--- config.mk ---
export PLATFORM = sky130hd
export DESIGN_NAME = fir_decim_buffer_flat
export DESIGN_NICKNAME = d
export VERILOG_FILES = /design/src/rtl/fir_pkg.sv /design/src/rtl/fir_decim_buffer_if.sv /design/src/rtl/sync_fifo.sv /design/src/rtl/fir_decim_buffer.sv /design/src/flat_wrapper.sv
export SDC_FILE = /design/constraint.sdc
export NUM_CORES = 1
export LEC_CHECK = 0
export CAP_MARGIN = 20
export CELL_PAD_IN_SITES_DETAIL_PLACEMENT = 1
export CELL_PAD_IN_SITES_GLOBAL_PLACEMENT = 1
export CORE_ASPECT_RATIO = 0.75
export CORE_MARGIN = 5
export CORE_UTILIZATION = 54
export CTS_CLUSTER_DIAMETER = 80
export CTS_CLUSTER_SIZE = 12
export DETAILED_ROUTE_END_ITERATION = 8
export DONT_BUFFER_PORTS = 1
export MAX_ROUTING_LAYER = met4
export PLACE_DENSITY = 0.85
export SLEW_MARGIN = 20
export SYNTH_ARGS = -nofsm -noshare
export SYNTH_HDL_FRONTEND = slang
export SYNTH_HIERARCHICAL = 1
export SYNTH_SLANG_ARGS = --single-unit
--- constraint.sdc ---
create_clock -name clk -period 3.7 [get_ports clk]
set_input_delay 0.555 -clock clk [delete_from_list [all_inputs] [get_ports clk]]
set_output_delay 0.555 -clock clk [all_outputs]
set_load 0.01 [all_outputs]
--- src/rtl/fir_pkg.sv ---
// Shared defaults and the rounding/saturation helper for the FIR output stage.
// Also used by bench models.
package fir_pkg;

  localparam int unsigned DefDataW = 16;
  localparam int unsigned DefShift = 7;
  localparam int unsigned DefOutW  = 12;

  // Round-half-up divide by 2^shift, then clamp to out_w bits. Needs shift >= 1.
  function automatic logic [31:0] scale_sat(input logic [31:0]  in,
                                            input int unsigned shift,
                                            input int unsigned out_w);
    logic [32:0] sum;
    logic [32:0] sat_max;
    sum     = {1'b0, in} + (33'd1 << (shift - 1));
    sum     = sum >> shift;
    sat_max = (33'd1 << out_w) - 33'd1;
    return (sum > sat_max) ? sat_max[31:0] : sum[31:0];
  endfunction

endpackage

--- src/rtl/fir_decim_buffer_if.sv ---
// Sample-in / buffered-sample-out handshake bundle of the FIR decimating output stage.
interface fir_decim_buffer_if #(
  parameter int unsigned DATA_W = fir_pkg::DefDataW,
  parameter int unsigned OUT_W  = fir_pkg::DefOutW
) ();

  logic              in_valid;
  logic [DATA_W-1:0] in_data;
  logic              out_valid;
  logic              out_ready;
  logic [OUT_W-1:0]  out_data;

  modport master (
    output in_valid,
    output in_data,
    output out_ready,
    input  out_valid,
    input  out_data
  );

  modport slave (
    input  in_valid,
    input  in_data,
    input  out_ready,
    output out_valid,
    output out_data
  );

endinterface

--- src/rtl/sync_fifo.sv ---
// Single-clock FIFO with extra-wrap-bit pointers; write/read enables arrive pre-qualified.
module sync_fifo #(
  parameter int unsigned WIDTH = 12,
  parameter int unsigned DEPTH = 8
) (
  input  logic                     clk,
  input  logic                     reset,
  input  logic                     wr_en,
  input  logic [WIDTH-1:0]         wr_data,
  input  logic                     rd_en,
  output logic [WIDTH-1:0]         rd_data,
  output logic [$clog2(DEPTH):0]   level,
  output logic                     full,
  output logic                     empty
);

  localparam int unsigned AW = $clog2(DEPTH);
  localparam logic [AW:0] PtrOne = (AW + 1)'(1);
  localparam logic [AW:0] LvlFull = (AW + 1)'(DEPTH);

  logic [WIDTH-1:0] mem [DEPTH];
  logic [AW:0]      wr_ptr_q, wr_ptr_d;
  logic [AW:0]      rd_ptr_q, rd_ptr_d;

  always_comb begin
    wr_ptr_d = wr_ptr_q;
    rd_ptr_d = rd_ptr_q;
    if (wr_en) wr_ptr_d = wr_ptr_q + PtrOne;
    if (rd_en) rd_ptr_d = rd_ptr_q + PtrOne;
  end

  always_ff @(posedge clk or negedge reset) begin
    if (!reset) begin
      wr_ptr_q <= '0;
      rd_ptr_q <= '0;
    end else begin
      wr_ptr_q <= wr_ptr_d;
      rd_ptr_q <= rd_ptr_d;
    end
  end

  // Storage is deliberately left out of reset.
  always_ff @(posedge clk) begin
    if (wr_en) mem[wr_ptr_q[AW-1:0]] <= wr_data;
  end

  assign rd_data = mem[rd_ptr_q[AW-1:0]];
  assign level   = wr_ptr_q - rd_ptr_q;
  assign full    = (level == LvlFull);
  assign empty   = (wr_ptr_q == rd_ptr_q);

endmodule

--- src/rtl/fir_decim_buffer.sv ---
// FIR output stage: descale with round-half-up, saturate, keep every DECIM-th sample,
// and buffer kept samples in a FIFO so the consumer can stall the output independently.
module fir_decim_buffer
  import fir_pkg::*;
#(
  parameter int unsigned DATA_W = DefDataW,
  parameter int unsigned SHIFT  = DefShift,
  parameter int unsigned OUT_W  = DefOutW,
  parameter int unsigned DECIM  = 4,
  parameter int unsigned DEPTH  = 8
) (
  input  logic                   clk,
  input  logic                   reset,
  fir_decim_buffer_if.slave      bus,
  output logic [$clog2(DEPTH):0] level,
  output logic                   overflow,
  input  logic                   clear_ovf
);

  localparam int unsigned PW = (DECIM > 1) ? $clog2(DECIM) : 1;
  localparam logic [PW-1:0] PhaseLast = PW'(DECIM - 1);
  localparam logic [PW-1:0] PhaseOne  = PW'(1);

  logic [PW-1:0]    phase_q, phase_d;
  logic             keep;
  logic [OUT_W-1:0] scaled;
  logic [OUT_W-1:0] stg_data_q;
  logic             wr_pend_q;
  logic             fifo_full, fifo_empty;
  logic [OUT_W-1:0] fifo_rd_data;
  logic             rd_fire, wr_fire, drop;
  logic             overflow_d;

  assign keep   = bus.in_valid && (phase_q == '0);
  assign scaled = OUT_W'(scale_sat(32'(bus.in_data), SHIFT, OUT_W));

  always_comb begin
    phase_d = phase_q;
    if (bus.in_valid) phase_d = (phase_q == PhaseLast) ? '0 : phase_q + PhaseOne;
  end

  // A full FIFO still accepts the pending sample if the head leaves on the same edge.
  assign rd_fire = bus.out_ready && !fifo_empty;
  assign wr_fire = wr_pend_q && (!fifo_full || rd_fire);
  assign drop    = wr_pend_q && fifo_full && !rd_fire;

  always_comb begin
    overflow_d = overflow;
    if (clear_ovf) overflow_d = 1'b0;
    if (drop)      overflow_d = 1'b1;
  end

  always_ff @(posedge clk or negedge reset) begin
    if (!reset) begin
      phase_q    <= '0;
      stg_data_q <= '0;
      wr_pend_q  <= 1'b0;
      overflow   <= 1'b0;
    end else begin
      phase_q   <= phase_d;
      wr_pend_q <= keep;
      overflow  <= overflow_d;
      if (keep) stg_data_q <= scaled;
    end
  end

  sync_fifo #(
    .WIDTH (OUT_W),
    .DEPTH (DEPTH)
  ) u_fifo (
    .clk     (clk),
    .reset   (reset),
    .wr_en   (wr_fire),
    .wr_data (stg_data_q),
    .rd_en   (rd_fire),
    .rd_data (fifo_rd_data),
    .level   (level),
    .full    (fifo_full),
    .empty   (fifo_empty)
  );

  assign bus.out_valid = !fifo_empty;
  // Unreset storage never reaches the port while empty.
  assign bus.out_data  = fifo_empty ? '0 : fifo_rd_data;

endmodule

--- src/flat_wrapper.sv ---
// flat-port wrapper written by rule: the top's interface ports become plain ports
module fir_decim_buffer_flat import fir_pkg::*;
#(
  parameter int unsigned DATA_W = DefDataW,
  parameter int unsigned SHIFT  = DefShift,
  parameter int unsigned OUT_W  = DefOutW,
  parameter int unsigned DECIM  = 4,
  parameter int unsigned DEPTH  = 8
)
  (clk, reset, level, overflow, clear_ovf, bus_in_valid, bus_in_data, bus_out_ready, bus_out_valid, bus_out_data);
  fir_decim_buffer_if #(.DATA_W(DATA_W), .OUT_W(OUT_W)) bus_i ();
  input  logic clk;
  input  logic reset;
  output logic [$clog2(DEPTH):0] level;
  output logic overflow;
  input  logic clear_ovf;
  input wire logic [$bits(bus_i.in_valid)-1:0] bus_in_valid;
  input wire logic [$bits(bus_i.in_data)-1:0] bus_in_data;
  input wire logic [$bits(bus_i.out_ready)-1:0] bus_out_ready;
  output wire logic [$bits(bus_i.out_valid)-1:0] bus_out_valid;
  output wire logic [$bits(bus_i.out_data)-1:0] bus_out_data;
  assign bus_i.in_valid = bus_in_valid;
  assign bus_i.in_data = bus_in_data;
  assign bus_i.out_ready = bus_out_ready;
  assign bus_out_valid = bus_i.out_valid;
  assign bus_out_data = bus_i.out_data;
  fir_decim_buffer #(.DATA_W(DATA_W), .SHIFT(SHIFT), .OUT_W(OUT_W), .DECIM(DECIM), .DEPTH(DEPTH)) u_core (.clk(clk), .reset(reset), .bus(bus_i), .level(level), .overflow(overflow), .clear_ovf(clear_ovf));
endmodule
==> Implementation_results.wiki, run 1 <==
{| class="wikitable"
! Metric !! Value
|-
| RD Place Congestion || 0.7641
|-
| Clock Pin Slew Worst Setup and Hold Paths || 0.05 ns
|-
| Maximum ir drop on the vdd rail || 0.4007 mV
|-
| Core footprint || 0.009009 mm2
|-
| Routed length on met2 || 5.484 mm
|-
| Cell variety after synth || 36
|-
| Nature of the critical path startpoint || flip-flop
|-
| CTS root buffer || sky130_fd_sc_hd__clkbuf_16
|-
| Maximum number of pins on one net before global-route repair || 28
|-
| Total negative setup slack || 0 ns
|-
| Sum of met3 wire segment lengths after detailed routing || 680 um
|-
| Maximum clock insertion buffer count || 2
|-
| CTS buffer count || 17
|-
| Syn avg cell area || 15.75 um2
|-
| Leakage power total || 2.155 nW
|-
| Type of the setup path with the least slack || reg2reg
|-
| TritonCTS clock tree || done
|-
| Sinks on the clock net || 118
|-
| Placement row count || 30
|-
| Pre-Repair DR Iteration Count || 4
|-
| Ports || 39
|-
| Max Clock Freq || 0.3358 GHz
|-
| Half-perimeter wire length after placement || 6.847 mm
|-
| WP data required || 3.72 ns
|-
| Number of global-route vias before repair || 3010
|-
| Number of buffer and inverter stages on the critical path || 1
|-
| Detailed-routing wirelength on met1 || 4.273 mm
|-
| Overall fraction of global-route tracks in use || 0.2171
|-
| CTS H-tree lvls || 4
|-
| Critical Path End Type || flip-flop
|-
| Total die area || 0.01123 mm2
|-
| Crit Reg-Reg Endpoint || u_core/u_fifo/mem[2][2]
|-
| Drt via density || 5.669
|-
| Pins over their slew limit || 0
|-
| Cell type of the slowest stage on the worst timing path || sky130_fd_sc_hd__nor2_2
|-
| Routed wire per std cell || 21.85 um
|-
| Diodes inserted || 0
|-
| Initial antenna violation count || 0
|-
| Setup repair after global routing missed its margin || false
|-
| Total number of nets in the final design || 385
|-
| Flop2flop setup slack || 0.72 ns
|-
| Via Count || 2721
|-
| Part of the cycle the worst path needs || 0.8049
|-
| Share of layout cells above drive strength 1 || 0.1793
|-
| Critical path arrival || 3.00 ns
|-
| Highest routing layer actually used || met4
|-
| Type of the tightest min-delay check || in2async
|-
| Total DRC errors in the routed layout || 0
|-
| Number of cells upsized or downsized after cts || 0
|-
| Cells after synthesis || 315
|-
| Mapped Area || 0.004962 mm2
|-
| Clock insertion delay at the later pin of the skew report || 0.41 ns
|-
| Total length of routed wires || 10.49 mm
|-
| Most frequent cells in the layout || sky130_fd_sc_hd__edfxtp_1, sky130_fd_sc_hd__nand2_1, sky130_fd_sc_hd__dfrtp_1
|-
| Die extent in x || 120.7 um
|-
| Effective utilization at floorplan || 0.5508
|-
| Vertical extent of the die || 93.02 um
|-
| Final Critical Period || 2.978 ns
|-
| Critical-path maximum fanout || 12
|-
| Final setup slack of the worst path || 0.7219 ns
|-
| Power per cell area || 861.2 mW/mm2
|-
| Wire length of the first global-routing pass || 16.86 mm
|-
| Post-DRT Antenna Nets || 0
|-
| Final-report setup violation count || 0
|-
| Startpoint of the most critical register-to-register path || u_core/u_fifo/wr_ptr_q[0]
|-
| Number of endpoints with negative hold slack in the final report || 0
|-
| Yosys Warn Count || 6
|-
| Placed Cells incl. Taps || 447
|-
| Initial DRC count || 223
|-
| Area added between synthesis and finish || 15.73%
|-
| FF-to-FF path depth || 8
|-
| Crit-path leading delay family || simple AND/OR/NAND/NOR gates
|-
| Overflow left after global routing || 0
|-
| Max-cap check violation count || 0
|-
| Port-buffer cells || 0
|-
| Portion of the post-synthesis area used by sequential elements || 0.6919
|-
| Final core utilization || 0.6375
|-
| Worst setup skew after layout || 0.01800 ns
|-
| Most frequent standard cell in the layout excluding fill and tap cells || sky130_fd_sc_hd__edfxtp_1
|-
| Finished Cell Area || 0.005743 mm2
|-
| Outcome || finished clean
|-
| Critical Path, Cell by Cell || inv_1, ha_1, fa_1, xnor2_1, nor4_1, a21boi_0, nand2_1, nor2_2
|-
| Place WS || 0.7176 ns
|-
| Number of standard cells in the final layout excluding fillers || 480
|-
| Relative slew slack || 0.4790
|-
| Worst Tran Pin Value || 0.7807 ns
|-
| DP Area || 0.005201 mm2
|-
| Number of synthesized register bits || 118
|-
| CP peak stage delay || 0.65 ns
|}
==> per-stage QoR <==
stage | total power (W) | hold WS [ns]
floorplan | 0.003047 | 0.2594
global placement | 0.003360 | 0.2604
detailed placement | 0.003498 | 0.2599
CTS | 0.005008 | 0.2346
global route | 0.005241 | 0.1468
finish | 0.004946 | 0.1152
==> worst register-to-register path, delay by kind of cell, from the launching register on <==
family	cells	cell delay, ns
simple gates	3	0.97
buf+inv	1	0.11
compound gates	1	0.25
flops	1	0.40
xor+xnor	1	0.22
fa+ha+maj	2	0.65
==> worst max path at each step <==
stage               depth (start not counted)  slack, ns                      start                 endpoint
CTS                                         8       0.69  u_core/u_fifo/wr_ptr_q[0]  u_core/u_fifo/mem[2][2]
global placement                            8       0.63  u_core/u_fifo/wr_ptr_q[0]  u_core/u_fifo/mem[6][2]
global route                                8       0.48  u_core/u_fifo/wr_ptr_q[0]  u_core/u_fifo/mem[2][2]
finish                                      8       0.72  u_core/u_fifo/wr_ptr_q[0]  u_core/u_fifo/mem[2][2]
detailed placement                          8       0.72  u_core/u_fifo/wr_ptr_q[0]  u_core/u_fifo/mem[2][9]
floorplan                                   9       0.29  u_core/u_fifo/rd_ptr_q[2]  u_core/u_fifo/mem[1][0]
==> metal layers <==
| layer | vias up | global-route usage |
|---|---|---|
| met3 | 4 | 0.06771 |
| met5 | - | - |
| met2 | 76 | 0.3501 |
| met4 | 0 | 0.08491 |
| met1 | 1403 | 0.2592 |
| li1 | 1238 | - |
==> cell usage after synthesis <==
master	instances	area, um2
sky130_fd_sc_hd__nand4_1	3	18.77
sky130_fd_sc_hd__a21boi_0	1	7.510
sky130_fd_sc_hd__o211ai_1	2	15.01
sky130_fd_sc_hd__buf_2	5	25.02
sky130_fd_sc_hd__fa_1	1	20.02
sky130_fd_sc_hd__a22o_1	1	8.760
sky130_fd_sc_hd__a21oi_1	2	10.01
sky130_fd_sc_hd__a31oi_1	2	12.51
sky130_fd_sc_hd__edfxtp_1	96	2883
sky130_fd_sc_hd__inv_1	13	48.80
sky130_fd_sc_hd__nand3b_1	2	15.01
sky130_fd_sc_hd__nor2_1	12	45.04
sky130_fd_sc_hd__buf_8	1	15.01
sky130_fd_sc_hd__clkinv_1	1	3.750
sky130_fd_sc_hd__a22oi_1	1	7.510
sky130_fd_sc_hd__nor4_1	1	6.260
sky130_fd_sc_hd__dfrtp_1	22	550.5
sky130_fd_sc_hd__nor2b_1	12	75.07
sky130_fd_sc_hd__o21ai_0	11	55.05
sky130_fd_sc_hd__conb_1	1	3.750
sky130_fd_sc_hd__and3_1	2	12.51
sky130_fd_sc_hd__mux4_1	5	131.4
sky130_fd_sc_hd__nand2b_1	2	12.51
sky130_fd_sc_hd__xnor2_1	6	52.55
sky130_fd_sc_hd__nand2_1	56	210.2
sky130_fd_sc_hd__nor3_1	2	10.01
sky130_fd_sc_hd__ha_1	8	100.1
sky130_fd_sc_hd__xor2_1	5	43.79
sky130_fd_sc_hd__mux4_2	19	427.9
sky130_fd_sc_hd__or3_1	2	12.51
sky130_fd_sc_hd__clkbuf_1	3	11.26
sky130_fd_sc_hd__buf_6	1	11.26
sky130_fd_sc_hd__or4_1	3	22.52
sky130_fd_sc_hd__buf_12	1	20.02
sky130_fd_sc_hd__nand3_1	9	45.04
sky130_fd_sc_hd__nand4_2	1	12.51
==> state kept, by name (all words and copies together) (netlist names) <==
name / cells
u_core/u_fifo/mem: 96
u_core/stg_data_q: 10
u_core/u_fifo/rd_ptr_q: 4
u_core/u_fifo/wr_ptr_q: 4
u_core/phase_q: 2
u_core/overflow: 1
u_core/wr_pend_q: 1
==> logic make-up (layout without fill, tap and decap cells) <==
kind of cell / Yosys count / count (layout) / synth area share
DFF: 118 / 118 / 0.6919
and+or+nand+nor: 107 / 107 / 0.1003
buffers and inverters: 25 / 63 / 0.02723
muxes: 24 / 24 / 0.1127
AOI/OAI and AO/OA: 20 / 20 / 0.02345
xor gates and xnor gates: 11 / 11 / 0.01941
adders and majority gates: 9 / 9 / 0.02421
other: 1 / 16 / 0.0007557
==> power by group <==
part / internal [W] / switching, W / leakage, nW
clock: 0.000930 / 0.000539 / 0.261
sequential: 0.00175 / 0.000212 / 1.15
combinational: 0.000617 / 0.000894 / 0.748
==> cell type report <==
cell class                      count  area, um2
Multi-Input combinational cell    187       1455
Clock inverter                     10      82.58
Inverter                           14      52.55
Clock buffer                       22      454.2
Sequential cell                   118       3433
Timing Repair Buffer               17      125.1
Tap cell                          112      140.1
Fill cell                         829       3266
==> timing repair <==
action / in CTS / in global routing
hold endpoints to repair: 22 / 0
setup buffers: 0 / 0
hold buffers: 1 / 0
Note: power is estimated with default switching activity, not from simulation.
==> run 2, diff against run 1 <==
Settings changed: CORE_UTILIZATION 54 to 48, PLACE_DENSITY 0.85 to 0.8.
Clock period 3.7 ns to 2.4 ns, I/O delays scaled along.
==> run 2 against run 1 <==
The flow now finishes with violations (negative setup slack); global-route usage shrank 1.7 points; core utilization is 2.0 points lower; first-iteration DRC count is 19% lower; via count rose by 2.9%; sequential cell count unchanged; sequential share of layout area is 5.3 points lower; critical path depth grew 2; non-clock buffer count up 13; cell area increased by 9.7%; combinational power increased by 110%; count of clock-buffer cells in the layout fell by 1; register-to-register slack worse by 0.79 ns.
==> Implementation_results.wiki, run 2 (synthesis results as in run 1) <==
{| class="wikitable"
! Metric !! Value
|-
| Clock insertion delay at the later pin of the skew report || 0.41 ns
|-
| CTS root buffer || sky130_fd_sc_hd__clkbuf_16
|-
| Maximum number of pins on one net before global-route repair || 27
|-
| Total number of nets in the final design || 398
|-
| Outcome || finished with violations
|-
| Share of layout cells above drive strength 1 || 0.2598
|-
| Hold Path Sink || u_core/phase_q[1]
|-
| Overall fraction of global-route tracks in use || 0.2000
|-
| Ports || 39
|-
| DP Area || 0.005509 mm2
|-
| Total length of routed wires || 11.81 mm
|-
| Die extent in x || 127.4 um
|-
| Number of standard cells in the final layout excluding fillers || 517
|-
| Worst setup skew after layout || 0.009414 ns
|-
| Crit Reg-Reg Endpoint || u_core/u_fifo/mem[2][10]
|-
| Area added between synthesis and finish || 27.00%
|-
| CTS buffer count || 17
|-
| Placement row count || 32
|-
| Finished Cell Area || 0.006302 mm2
|-
| Pre-Repair DR Iteration Count || 4
|-
| Number of global-route vias before repair || 3135
|-
| Overflow left after global routing || 0
|-
| Final Critical Period || 2.465 ns
|-
| Violations in the final reports || negative setup slack
|-
| Critical-path maximum fanout || 12
|-
| Critical Path End Type || flip-flop
|-
| Half-perimeter wire length after placement || 7.172 mm
|-
| Worst Tran Pin Value || 0.5164 ns
|-
| Nature of the critical path startpoint || flip-flop
|-
| Hold path startpoint || bus_in_valid
|-
| Cell depth of the worst min-delay path || 1
|-
| CTS H-tree lvls || 4
|-
| Diodes inserted || 0
|-
| Leakage power total || 2.333 nW
|-
| Effective utilization at floorplan || 0.4860
|-
| Total die area || 0.01249 mm2
|-
| Sinks on the clock net || 118
|-
| Max reg flops || 96
|-
| WP data required || 2.56 ns
|-
| Vertical extent of the die || 98.06 um
|-
| Clock Pin Slew Worst Setup and Hold Paths || 0.05 ns
|-
| Final setup slack of the worst path || -0.06537 ns
|-
| Port-buffer cells || 0
|-
| Startpoint of the most critical register-to-register path || u_core/u_fifo/wr_ptr_q[0]
|-
| Max-cap check violation count || 0
|-
| Place WS || -0.006761 ns
|-
| Setup repair after global routing missed its margin || true
|-
| Final-report setup violation count || 86
|-
| Initial DRC count || 181
|-
| Total DRC errors in the routed layout || 0
|-
| Placed Cells incl. Taps || 473
|-
| RD Place Congestion || 0.7429
|-
| FF-to-FF path depth || 10
|-
| Via Count || 2800
|-
| Power per cell area || 1410 mW/mm2
|-
| Post-DRT Antenna Nets || 0
|-
| Relative slew slack || 0.6558
|-
| Most frequent cells in the layout || sky130_fd_sc_hd__edfxtp_1, sky130_fd_sc_hd__nand2_1, sky130_fd_sc_hd__dfrtp_1
|-
| Type of the tightest min-delay check || in2reg
|-
| Maximum ir drop on the vdd rail || 0.6701 mV
|-
| TritonCTS clock tree || done
|-
| Wire length of the first global-routing pass || 17.81 mm
|-
| Drt via density || 5.416
|-
| Critical path arrival || 2.63 ns
|-
| Flop2flop setup slack || -0.07 ns
|-
| Type of the setup path with the least slack || reg2reg
|-
| Core footprint || 0.01021 mm2
|-
| Maximum clock insertion buffer count || 2
|-
| Most frequent standard cell in the layout excluding fill and tap cells || sky130_fd_sc_hd__edfxtp_1
|-
| Pins over their slew limit || 0
|-
| Number of endpoints with negative hold slack in the final report || 0
|-
| Max Clock Freq || 0.4056 GHz
|-
| Part of the cycle the worst path needs || 1.027
|-
| Initial antenna violation count || 0
|-
| Tot Pwr || 0.008884 W
|-
| Routed wire per std cell || 22.83 um
|}
-- run 2: changes by cell type in the layout (fill, tap and decap cells not counted), moves of 4 or more --
cell / before / now
sky130_fd_sc_hd__bufinv_16: 1 / 5
sky130_fd_sc_hd__nor2_4: 0 / 6
sky130_fd_sc_hd__nor2_1: 10 / 6
sky130_fd_sc_hd__buf_12: 0 / 10
-- run 2: area by class of cell --
class	count	area, um2
clock buffers	21	440.4
repair buffers	30	387.9
well taps	136	170.2
multi-input cells	187	1637
fillers	936	3908
clock inverters	11	180.2
flip-flops and latches	118	3435
inverters	14	52.55
-- run 2: worst max path at each step --
stage | slack, ns | end | start
6_report | -0.07 | u_core/u_fifo/mem[2][10] | u_core/u_fifo/wr_ptr_q[0]
2_1_floorplan | -0.17 | u_core/u_fifo/mem[1][0] | u_core/u_fifo/wr_ptr_q[0]
4_1_cts | 0.01 | u_core/u_fifo/mem[0][8] | u_core/u_fifo/rd_ptr_q[0]
3_5_place_dp | -0.007 | u_core/u_fifo/mem[1][10] | u_core/u_fifo/wr_ptr_q[0]
5_1_grt | -0.13 | u_core/u_fifo/mem[1][8] | u_core/u_fifo/rd_ptr_q[1]
3_3_place_gp | 0.07 | u_core/u_fifo/mem[1][10] | u_core/u_fifo/wr_ptr_q[0]
-- run 2: where the power goes --
part,total (W),leakage (nW),internal [W],switching (W)
Clock,0.00267,0.300,0.00183,0.000846
Sequential,0.00304,1.14,0.00270,0.000334
Combinational,0.00317,0.888,0.00141,0.00176
Total,0.00888,2.33,0.00594,0.00294
-- run 2: timing repair --
item                                   4_1_cts  5_1_grt
buffers inserted                             2        7
hold buffers                                 1        1
endpoints found under the hold margin       22       22
cloned                                       1        1
resized for setup                            5        4
setup endpoints to repair                   36       94
pin swaps                                    4       11
-- run 2: per-layer routing --
layer	global-route usage	wire length, um	vias up
li1	-	-	1272
met1	0.2580	5091	1428
met2	0.3093	5843	87
met3	0.06178	767	13
met4	0.05606	102	0
met5	-	0	-
-- run 2: through the flow --
stage / TNS [ns] / utilization / hold WS (ns)
finish: -2.562 / 0.6173 / 0.04879
global route: -8.703 / 0.6173 / 0.03836
CTS: 0 / 0.6069 / 0.02800
detailed placement: -0.08434 / 0.5396 / 0.06519
global placement: 0 / 0.5396 / 0.06521
floorplan: -4.125 / - / 0.06441
-- run 2: critical path, stage by stage (launching register included) --
cell	delay (ns)
sky130_fd_sc_hd__dfrtp_1	0.38
sky130_fd_sc_hd__inv_2	0.09
sky130_fd_sc_hd__ha_4	0.17
sky130_fd_sc_hd__fa_2	0.55
sky130_fd_sc_hd__nand2_2	0.07
sky130_fd_sc_hd__nor4_4	0.38
sky130_fd_sc_hd__a21boi_4	0.15
sky130_fd_sc_hd__nand2_4	0.12
sky130_fd_sc_hd__buf_4	0.13
sky130_fd_sc_hd__nor2_4	0.04
sky130_fd_sc_hd__buf_12	0.15
